==> src/rtl/io_controller_pkg.sv <==
// Shared types and default widths for the in/out/halt sequencer.
package io_ctrl_pkg;

    localparam int DATA_W_DEF = 32;
    localparam int SW_W_DEF   = 16;

    typedef enum logic [1:0] {
        IDLE       = 2'd0,
        WAIT_PRESS = 2'd1,
        CAPTURE    = 2'd2,
        HALTED     = 2'd3
    } state_t;

endpackage

==> src/rtl/io_controller_if.sv <==
// Core-side bundle: decoder flags and register data in, stall/write-back/display out.
interface io_controller_if
    import io_ctrl_pkg::*;
#(
    parameter int DATA_W = DATA_W_DEF
);
    logic              FLAG_input;
    logic              FLAG_output;
    logic              halt;
    logic [DATA_W-1:0] rs_data;
    logic              stall;
    logic [DATA_W-1:0] input_data;
    logic              input_valid;
    logic [DATA_W-1:0] output_data;
    logic              output_valid;

    // Decoder / core side
    modport master (
        output FLAG_input, FLAG_output, halt, rs_data,
        input  stall, input_data, input_valid, output_data, output_valid
    );

    // Controller side
    modport slave (
        input  FLAG_input, FLAG_output, halt, rs_data,
        output stall, input_data, input_valid, output_data, output_valid
    );
endinterface

==> src/rtl/io_controller_debouncer.sv <==
// Enter-button conditioning: 2-flop synchronizer, stability counter, rising-edge pulse.
module button_debouncer #(
    parameter int DEBOUNCE_CYCLES = 50000
) (
    input  logic clock,
    input  logic reset,
    input  logic raw,
    output logic level,
    output logic press
);
    localparam int CNT_W = (DEBOUNCE_CYCLES > 1) ? $clog2(DEBOUNCE_CYCLES) : 1;
    localparam logic [CNT_W-1:0] CNT_MAX = CNT_W'(DEBOUNCE_CYCLES - 1);

    logic             sync1;
    logic             sync2;
    logic [CNT_W-1:0] cnt;
    logic             level_q;
    logic             level_prev;

    // Bring the raw button into the clock domain
    always_ff @(posedge clock) begin
        if (reset) begin
            sync1 <= 1'b0;
            sync2 <= 1'b0;
        end else begin
            sync1 <= raw;
            sync2 <= sync1;
        end
    end

    // Accept a level change only after it has persisted for DEBOUNCE_CYCLES cycles
    always_ff @(posedge clock) begin
        if (reset) begin
            cnt        <= '0;
            level_q    <= 1'b0;
            level_prev <= 1'b0;
        end else begin
            level_prev <= level_q;
            if (sync2 != level_q) begin
                if (cnt == CNT_MAX) begin
                    level_q <= ~level_q;
                    cnt     <= '0;
                end else begin
                    cnt <= cnt + 1'b1;
                end
            end else begin
                cnt <= '0;
            end
        end
    end

    assign level = level_q;
    assign press = level_q & ~level_prev;

endmodule

==> src/rtl/io_controller.sv <==
// Multi-cycle sequencer for the in/out/halt instructions of the single-cycle core.
module io_controller
    import io_ctrl_pkg::*;
#(
    parameter int DATA_W          = DATA_W_DEF,
    parameter int SW_W            = SW_W_DEF,
    parameter int DEBOUNCE_CYCLES = 50000
) (
    input  logic              clock,
    input  logic              reset,
    io_controller_if.slave    bus,
    input  logic [SW_W-1:0]   switches,
    input  logic              enter,
    output logic              waiting,
    output logic              halted
);
    state_t            state_q;
    state_t            state_d;
    logic [SW_W-1:0]   sw_sync1;
    logic [SW_W-1:0]   sw_sync2;
    logic              press;
    logic              enter_level;
    logic              capture_en;
    logic              out_en;
    logic              stall_c;
    logic              valid_c;
    logic              waiting_c;
    logic              halted_c;
    logic [DATA_W-1:0] input_data_q;
    logic [DATA_W-1:0] output_data_q;
    logic              output_valid_q;

    button_debouncer #(
        .DEBOUNCE_CYCLES(DEBOUNCE_CYCLES)
    ) u_enter (
        .clock (clock),
        .reset (reset),
        .raw   (enter),
        .level (enter_level),
        .press (press)
    );

    // Synchronize the switch bank
    always_ff @(posedge clock) begin
        if (reset) begin
            sw_sync1 <= '0;
            sw_sync2 <= '0;
        end else begin
            sw_sync1 <= switches;
            sw_sync2 <= sw_sync1;
        end
    end

    // State register
    always_ff @(posedge clock) begin
        if (reset) begin
            state_q <= IDLE;
        end else begin
            state_q <= state_d;
        end
    end

    // Next state and Mealy outputs; stall covers the first cycle of in/halt
    always_comb begin
        state_d    = state_q;
        stall_c    = 1'b0;
        valid_c    = 1'b0;
        waiting_c  = 1'b0;
        halted_c   = 1'b0;
        capture_en = 1'b0;
        out_en     = 1'b0;
        case (state_q)
            IDLE: begin
                if (bus.halt) begin
                    state_d = HALTED;
                    stall_c = 1'b1;
                end else if (bus.FLAG_input) begin
                    state_d = WAIT_PRESS;
                    stall_c = 1'b1;
                end else if (bus.FLAG_output) begin
                    out_en = 1'b1;
                end
            end
            WAIT_PRESS: begin
                stall_c   = 1'b1;
                waiting_c = 1'b1;
                if (press) begin
                    capture_en = 1'b1;
                    state_d    = CAPTURE;
                end
            end
            CAPTURE: begin
                valid_c = 1'b1;
                state_d = IDLE;
            end
            HALTED: begin
                stall_c  = 1'b1;
                halted_c = 1'b1;
            end
            default: state_d = IDLE;
        endcase
    end

    // Captured switch value and display register
    always_ff @(posedge clock) begin
        if (reset) begin
            input_data_q   <= '0;
            output_data_q  <= '0;
            output_valid_q <= 1'b0;
        end else begin
            if (capture_en) begin
                input_data_q <= DATA_W'(sw_sync2);
            end
            if (out_en) begin
                output_data_q  <= bus.rs_data;
                output_valid_q <= 1'b1;
            end
        end
    end

    assign bus.stall        = stall_c;
    assign bus.input_valid  = valid_c;
    assign bus.input_data   = input_data_q;
    assign bus.output_data  = output_data_q;
    assign bus.output_valid = output_valid_q;
    assign waiting          = waiting_c;
    assign halted           = halted_c;

endmodule

==> src/flat_wrapper.sv <==
// flat-port wrapper written by rule: the top's interface ports become plain ports
module io_controller_flat import io_ctrl_pkg::*;
#(
    parameter int DATA_W          = DATA_W_DEF,
    parameter int SW_W            = SW_W_DEF,
    parameter int DEBOUNCE_CYCLES = 50000
)
  (clock, reset, switches, enter, waiting, halted, bus_FLAG_input, bus_FLAG_output, bus_halt, bus_rs_data, bus_stall, bus_input_data, bus_input_valid, bus_output_data, bus_output_valid);
  io_controller_if #(.DATA_W(DATA_W)) bus_i ();
  input  logic clock;
  input  logic reset;
  input  logic [SW_W-1:0] switches;
  input  logic enter;
  output logic waiting;
  output logic halted;
  input wire logic [$bits(bus_i.FLAG_input)-1:0] bus_FLAG_input;
  input wire logic [$bits(bus_i.FLAG_output)-1:0] bus_FLAG_output;
  input wire logic [$bits(bus_i.halt)-1:0] bus_halt;
  input wire logic [$bits(bus_i.rs_data)-1:0] bus_rs_data;
  output wire logic [$bits(bus_i.stall)-1:0] bus_stall;
  output wire logic [$bits(bus_i.input_data)-1:0] bus_input_data;
  output wire logic [$bits(bus_i.input_valid)-1:0] bus_input_valid;
  output wire logic [$bits(bus_i.output_data)-1:0] bus_output_data;
  output wire logic [$bits(bus_i.output_valid)-1:0] bus_output_valid;
  assign bus_i.FLAG_input = bus_FLAG_input;
  assign bus_i.FLAG_output = bus_FLAG_output;
  assign bus_i.halt = bus_halt;
  assign bus_i.rs_data = bus_rs_data;
  assign bus_stall = bus_i.stall;
  assign bus_input_data = bus_i.input_data;
  assign bus_input_valid = bus_i.input_valid;
  assign bus_output_data = bus_i.output_data;
  assign bus_output_valid = bus_i.output_valid;
  io_controller #(.DATA_W(DATA_W), .SW_W(SW_W), .DEBOUNCE_CYCLES(DEBOUNCE_CYCLES)) u_core (.clock(clock), .reset(reset), .bus(bus_i), .switches(switches), .enter(enter), .waiting(waiting), .halted(halted));
endmodule
==> config.mk <==
export PLATFORM = sky130hd
export DESIGN_NAME = io_controller_flat
export DESIGN_NICKNAME = d
export VERILOG_FILES = /design/src/rtl/io_controller_pkg.sv /design/src/rtl/io_controller_if.sv /design/src/rtl/io_controller_debouncer.sv /design/src/rtl/io_controller.sv /design/src/flat_wrapper.sv
export SDC_FILE = /design/constraint.sdc
export NUM_CORES = 1
export LEC_CHECK = 0
export BUFFER_PORTS_ARGS = -buffer_cell sky130_fd_sc_hd__buf_4
export CORE_ASPECT_RATIO = 0.7
export CORE_MARGIN = 1.5
export CORE_UTILIZATION = 53
export DETAILED_ROUTE_END_ITERATION = 7
export HOLD_SLACK_MARGIN = 0.15
export PLACE_DENSITY = 0.83
export SYNTH_ARGS = -nofsm -noshare
export SYNTH_HDL_FRONTEND = slang
export SYNTH_SLANG_ARGS = --single-unit
==> constraint.sdc <==
create_clock -name clock -period 2.88 [get_ports clock]
set_clock_uncertainty 0.15 [all_clocks]
set_input_delay 0.864 -clock clock [delete_from_list [all_inputs] [get_ports clock]]
set_output_delay 0.864 -clock clock [all_outputs]
set_load 0.01 [all_outputs]
==> flow_summary.toml, run 1 <==
[layout]
drive_gt1_share_pct = 25.39
nNetsFinal = 570
fillers = 564
instances_no_fill = 610
antenna_cells = 0
syn_to_final_growth_pct = 27.26

[synthesis]
synth_warnings = 0
syn-instance-count = 413
synthDistinctLibCells = 33
syn_area_mm2 = 0.003672
synth-seq-area-share_pct = 56.15
ys_ff_latch = 103
syn_area_per_cell_um2 = 8.892

[worst_setup_path]
critPathCaptureType = "primary output"
crit_arrival_ns = 1.36
cpMaxStageDelayCell = "dfxtp_1"
path_class = "reg2out"
cp.required_ns = 1.87
crit_path_start_kind = "flop"
worstPathCellList = "inv_1, ha_1, nor2_1, a21oi_1, buf_4"
critical_path.n_buffers_inverters = 2
crit_path_max_incr_delay_ns = 0.38
critPathTopFamily = "flip-flops"
critical_path.max_fanout = 5

[die]
initial_utilization_pct = 54.60
design.core.area_mm2 = 0.006725
fp.dieW_um = 102.5
rows = 25
pin_count = 123
die_area_mm2 = 0.007445
die_height_um = 72.65

[detailed_routing]
drtIter0Drc = 103
vias = 2851
wl_per_cell_um = 11.98
vias_per_cell = 4.674
drc = 0
totalWireLength_mm = 7.307
route.antenna.remaining_nets = 0
dr.pass1.iters = 4

[sta]
setup_violations = 0
fin_crit_sh_pct = 82.37
fmax_mhz = 421.5
finalWorstSetupSlack_ns = 0.5077
period_minus_slack_ns = 2.372
hold_viol_final = 0
grt_setup_unrepaired = "false"
fin_tns_setup_ns = 0
slew_violations = 0

[hold_path]
hold_class = "reg2reg"

[global_route]
grt_use_total_pct = 20.67
overflow = 0
grt_pass1_wl_mm = 11.83
grt_pass1_vias = 2579
grt_max_degree = 89
grt_antenna_before_repair = 0

[cts]
cts_sinks = 103
cts.repair.resized = 0
cts_setup_buffers = 0
tritoncts = "built"
clk_pin_slew_ns = 0.09
cts-root-buf = "clkbuf_8"
hold_buffers = 0
h-tree-depth = 3
clk_path_buf_depth = 2
numCtsBuffers = 9
clk_latency_ns = 0.36

[placement]
hpwl_mm = 5.103
placedCellCount = 594
place.gp.congestion = 0.8724
pre_cts_ws_ns = 0.5146
numPortBuffers = 106

[power]
ir_drop_uv = 329.2
p_leak_nw = 1.872
pwr_density_cell_mw_per_mm2 = 590.4

[run]
maxCapViolCount = 0

[run_status]
status = "completed"
-- through the flow --
stage               hold slack (ns)  power, mW  instance area [um2]  util (%)
global placement             0.2659      1.922                 4477     66.57
detailed placement           0.2720      1.937                 4477     66.57
global route                 0.2946      2.907                 4673     69.49
floorplan                    0.2638      1.776                 3729         -
CTS                          0.2835      2.787                 4673     69.49
finish                       0.2813      2.759                 4673     69.49
-- worst reg2reg max path, stage by stage (launching register included) --
cell and delay, ns:
dfxtp_1 0.34, inv_1 0.09, ha_1 0.17, nor3b_1 0.35, and2_1 0.18, buf_4 0.32, nand2_1 0.11, a21oi_1 0.15
-- metal layers --
layer	vias up	part of all wire, %	global-route usage, %
met3	6	4.7	6.322
met4	0	0.83	7.002
met2	73	48	32.38
met1	1281	46	27.42
met5	-	0	0
li1	1491	-	-
-- where the power goes --
group	leakage [nW]	total [mW]	internal, mW	switching (mW)
Clock	0.0966	0.856	0.356	0.500
Sequential	0.839	1.52	1.49	0.0304
Combinational	0.936	0.386	0.190	0.196
Total	1.87	2.76	2.03	0.727
-- Yosys cell counts (all sizes together) --
| library cell | count | share of area, % |
|---|---|---|
| dfxtp | 103 | 56 |
| nand2 | 102 | 10 |
| a21oi | 50 | 6.8 |
| nor2b | 35 | 6.0 |
| nor2 | 24 | 2.5 |
| buf | 20 | 3.8 |
| clkbuf | 18 | 1.8 |
| xnor2 | 13 | 3.1 |
| ha | 5 | 1.7 |
| inv | 5 | 0.51 |
| nand3 | 5 | 0.95 |
| nand4 | 5 | 0.85 |
| nor4 | 5 | 0.85 |
| a211oi | 3 | 0.61 |
| nor3 | 3 | 0.41 |
| and3 | 2 | 0.37 |
| mux2i | 2 | 0.55 |
| and2 | 1 | 0.17 |
| and4bb | 1 | 0.34 |
| conb | 1 | 0.10 |
| nand2b | 1 | 0.17 |
| nor3b | 1 | 0.20 |
| nor4b | 1 | 0.24 |
| nor4bb | 1 | 0.27 |
| o21ai | 1 | 0.14 |
| o31ai | 1 | 0.20 |
| or2 | 1 | 0.17 |
| or3 | 1 | 0.17 |
| or4 | 1 | 0.20 |
| xor2 | 1 | 0.24 |
-- cell usage in the layout (no fill, tap or decap), drive strengths merged --
cell / netlist / layout
buf: 20 / 110
dfxtp: 103 / 103
nand2: 102 / 102
a21oi: 50 / 50
nor2b: 35 / 35
nor2: 24 / 24
conb: 1 / 16
xnor2: 13 / 13
clkbuf: 18 / 10
inv: 5 / 8
nand4: 5 / 5
nor4: 5 / 5
ha: 5 / 5
nand3: 5 / 5
nor3: 3 / 3
a211oi: 3 / 3
mux2i: 2 / 2
and3: 2 / 2
clkinv: 0 / 2
o21ai: 1 / 1
nor3b: 1 / 1
and2: 1 / 1
nand2b: 1 / 1
or2: 1 / 1
and4bb: 1 / 1
nor4b: 1 / 1
nor4bb: 1 / 1
xor2: 1 / 1
or3: 1 / 1
o31ai: 1 / 1
or4: 1 / 1
clkinvlp: 0 / 1
-- cell type report --
class                      count  area, um2  share of cell area, %
multi-input combinational    282       1440                  30.82
sequential                   103       2062                  44.12
inverter                       5      18.77                 0.4016
tap                           94      117.6                  2.517
timing repair buffer         110      838.3                  17.94
clock buffer                  10      137.6                  2.945
clock inverter                 6      58.81                  1.258
-- registers in the layout, indices dropped and copies added, names as in the netlist --
name / cells
u_core.bus.input_data: 16
u_core.bus.output_data: 32
u_core.bus.output_valid: 1
u_core.state_q: 2
u_core.sw_sync1: 16
u_core.sw_sync2: 16
u_core.u_enter.cnt: 16
u_core.u_enter.level: 1
u_core.u_enter.level_prev: 1
u_core.u_enter.sync1: 1
u_core.u_enter.sync2: 1
-- final timing paths --
| kind | from | endpoint | slack (ns) | depth (start not counted) |
|---|---|---|---|---|
| worst max-delay path | u_core.state_q[1] | bus_stall | 0.51 | 5 |
| worst min-delay path | u_core.sw_sync1[5] | u_core.sw_sync2[5] | 0.28 | 1 |
| worst max register to register | u_core.state_q[0] | u_core.bus.output_data[20] | 0.95 | 7 |
| worst min register to register | u_core.sw_sync1[5] | u_core.sw_sync2[5] | 0.28 | 1 |
-- cells by family (layout without fill, tap and decap cells) --
family,after synthesis,in the layout,synth area share (%)
simple gates,190,190,24.23
fa+ha+maj,5,5,1.704
mux,2,2,0.5452
flops,103,103,56.15
other cells,1,16,0.1021
xor+xnor,14,14,3.339
compound gates,55,55,7.768
buf+inv,43,131,6.167
Note: power is estimated with default switching activity, not from simulation.
==> run 2: changes to the inputs <==
CORE_UTILIZATION = 50   (was 53)
PLACE_DENSITY = 0.79   (was 0.83)
clock period = 2.43 ns   (was 2.88 ns; I/O delays follow)
==> flow_summary.toml, run 2 (synthesized netlist as in run 1, its figures left out) <==
[die]
die_height_um = 74.70
fp.dieW_um = 105.4
initial_utilization_pct = 53.12
pin_count = 123
die_area_mm2 = 0.007876
design.core.area_mm2 = 0.006913
rows = 25

[global_route]
grt_max_degree = 73
grt_pass1_vias = 2522
grt_use_total_pct = 18.18
grt_pass1_wl_mm = 11.29
grt_antenna_before_repair = 0
overflow = 0

[layout]
nNetsFinal = 571
fillers = 582
design_area_mm2 = 0.004687
drive_gt1_share_pct = 25.53
syn_to_final_growth_pct = 27.63
final_cell_mix = "109 x buf_4, 103 x dfxtp_1, 102 x nand2_1"
antenna_cells = 0
final_common_cell = "buf_4"
largest_register_ffs = 32

[cts]
hold_buffers = 0
cts.repair.resized = 0
clk_pin_slew_ns = 0.10
cts_setup_buffers = 0
tritoncts = "built"
clk_latency_ns = 0.36
cts_sinks = 103
numCtsBuffers = 9
clk_path_buf_depth = 2
h-tree-depth = 3
cts-root-buf = "clkbuf_8"

[detailed_routing]
vias = 2845
route.antenna.remaining_nets = 0
vias_per_cell = 4.656
totalWireLength_mm = 7.214
dr.pass1.iters = 4
wl_per_cell_um = 11.81
drtIter0Drc = 104
drc = 0

[sta]
slew_violations = 0
holdWs_ns = 0.2828
fin_tns_setup_ns = 0
period_minus_slack_ns = 2.250
setup_violations = 0
fmax_mhz = 444.5
finalWorstSetupSlack_ns = 0.1803
fin_crit_sh_pct = 92.58
hold_viol_final = 0
grt_setup_unrepaired = "false"

[worst_setup_path]
crit_path_start_kind = "flop"
critical_path.max_fanout = 5
cp.required_ns = 1.55
crit_path_max_incr_delay_ns = 0.39
cpMaxStageDelayCell = "dfxtp_1"
reg2regPathDepth = 7
crit_arrival_ns = 1.37
path_class = "reg2out"
r2r_start = "u_core.state_q[0]"
ff2ff_setup_slack_ns = 0.55
critPathCaptureType = "primary output"
r2r_end = "u_core.bus.output_data[11]"
worstPathCellList = "inv_1, ha_1, nor2_1, a21oi_1, buf_4"

[hold_path]
hold_start = "u_core.sw_sync2[6]"
worstHoldEndpoint = "u_core.bus.input_data[6]"
hold_depth = 2
hold_class = "reg2reg"

[run_status]
status = "completed"

[placement]
pre_cts_ws_ns = 0.2720
hpwl_mm = 5.103
numPortBuffers = 106
place.gp.congestion = 0.8897
placed_area_mm2 = 0.004497

[power]
pwr_density_cell_mw_per_mm2 = 695.5
ir_drop_uv = 490.1
p_leak_nw = 1.878

[run]
maxCapViolCount = 0
[run 2: changes by cell type in the layout (fill, tap and decap cells not counted)]
cell      before  now
buf_12         1    2
clkbuf_8      10    9
clkinv_2       0    1
inv_6          3    2
inv_8          0    1
[run 2: where the power goes]
| group | leakage, nW | total (mW) | switching [mW] | internal, mW |
|---|---|---|---|---|
| combinational | 0.944 | 0.463 | 0.232 | 0.231 |
| sequential | 0.839 | 1.80 | 0.0369 | 1.76 |
| clock | 0.0949 | 0.998 | 0.603 | 0.395 |
[run 2: cell type report]
cell class	count	area [um2]	area share, %
Clock buffer	9	123.9	2.643
Clock inverter	7	66.31	1.415
Inverter	5	18.77	0.4004
Multi-Input combinational cell	282	1440	30.73
Sequential cell	103	2062	43.99
Tap cell	94	117.6	2.509
Timing Repair Buffer	111	858.3	18.31
[run 2: worst max-delay path: cells and delay by family, from the launching register on]
kind            cells  cell delay (ns)
flops               1             0.39
fa+ha+maj           1             0.24
buf+inv             2             0.22
simple gates        1             0.10
compound gates      1             0.07
[run 2: routing by layer]
| metal | global-route usage (%) | wire length, um |
|---|---|---|
| met1 | 22.65 | 3333 |
| met2 | 30.86 | 3411 |
| met3 | 5.281 | 386 |
| met4 | 6.393 | 83 |
| met5 | 0 | 0 |
[run 2: through the flow]
| stage | utilization, % | total power [mW] | instances |
|---|---|---|---|
| after detailed placement | 65.05 | 2.303 | 595 |
| final | 67.80 | 3.260 | 611 |
| after floorplan | - | 2.104 | 428 |
| after CTS | 67.80 | 3.299 | 611 |
| after global placement | 65.05 | 2.291 | 595 |
| after global routing | 67.80 | 3.425 | 611 |
[run 2: worst max-delay path by stage]
stage,startpoint,endpoint,slack (ns)
2_1_floorplan,bus_FLAG_input,bus_stall,0.52
3_3_place_gp,bus_FLAG_input,bus_stall,0.34
3_5_place_dp,bus_FLAG_input,u_core.bus.output_data[5],0.27
4_1_cts,u_core.state_q[1],bus_stall,0.16
5_1_grt,u_core.state_q[1],bus_stall,0.04
6_report,u_core.state_q[1],bus_stall,0.18
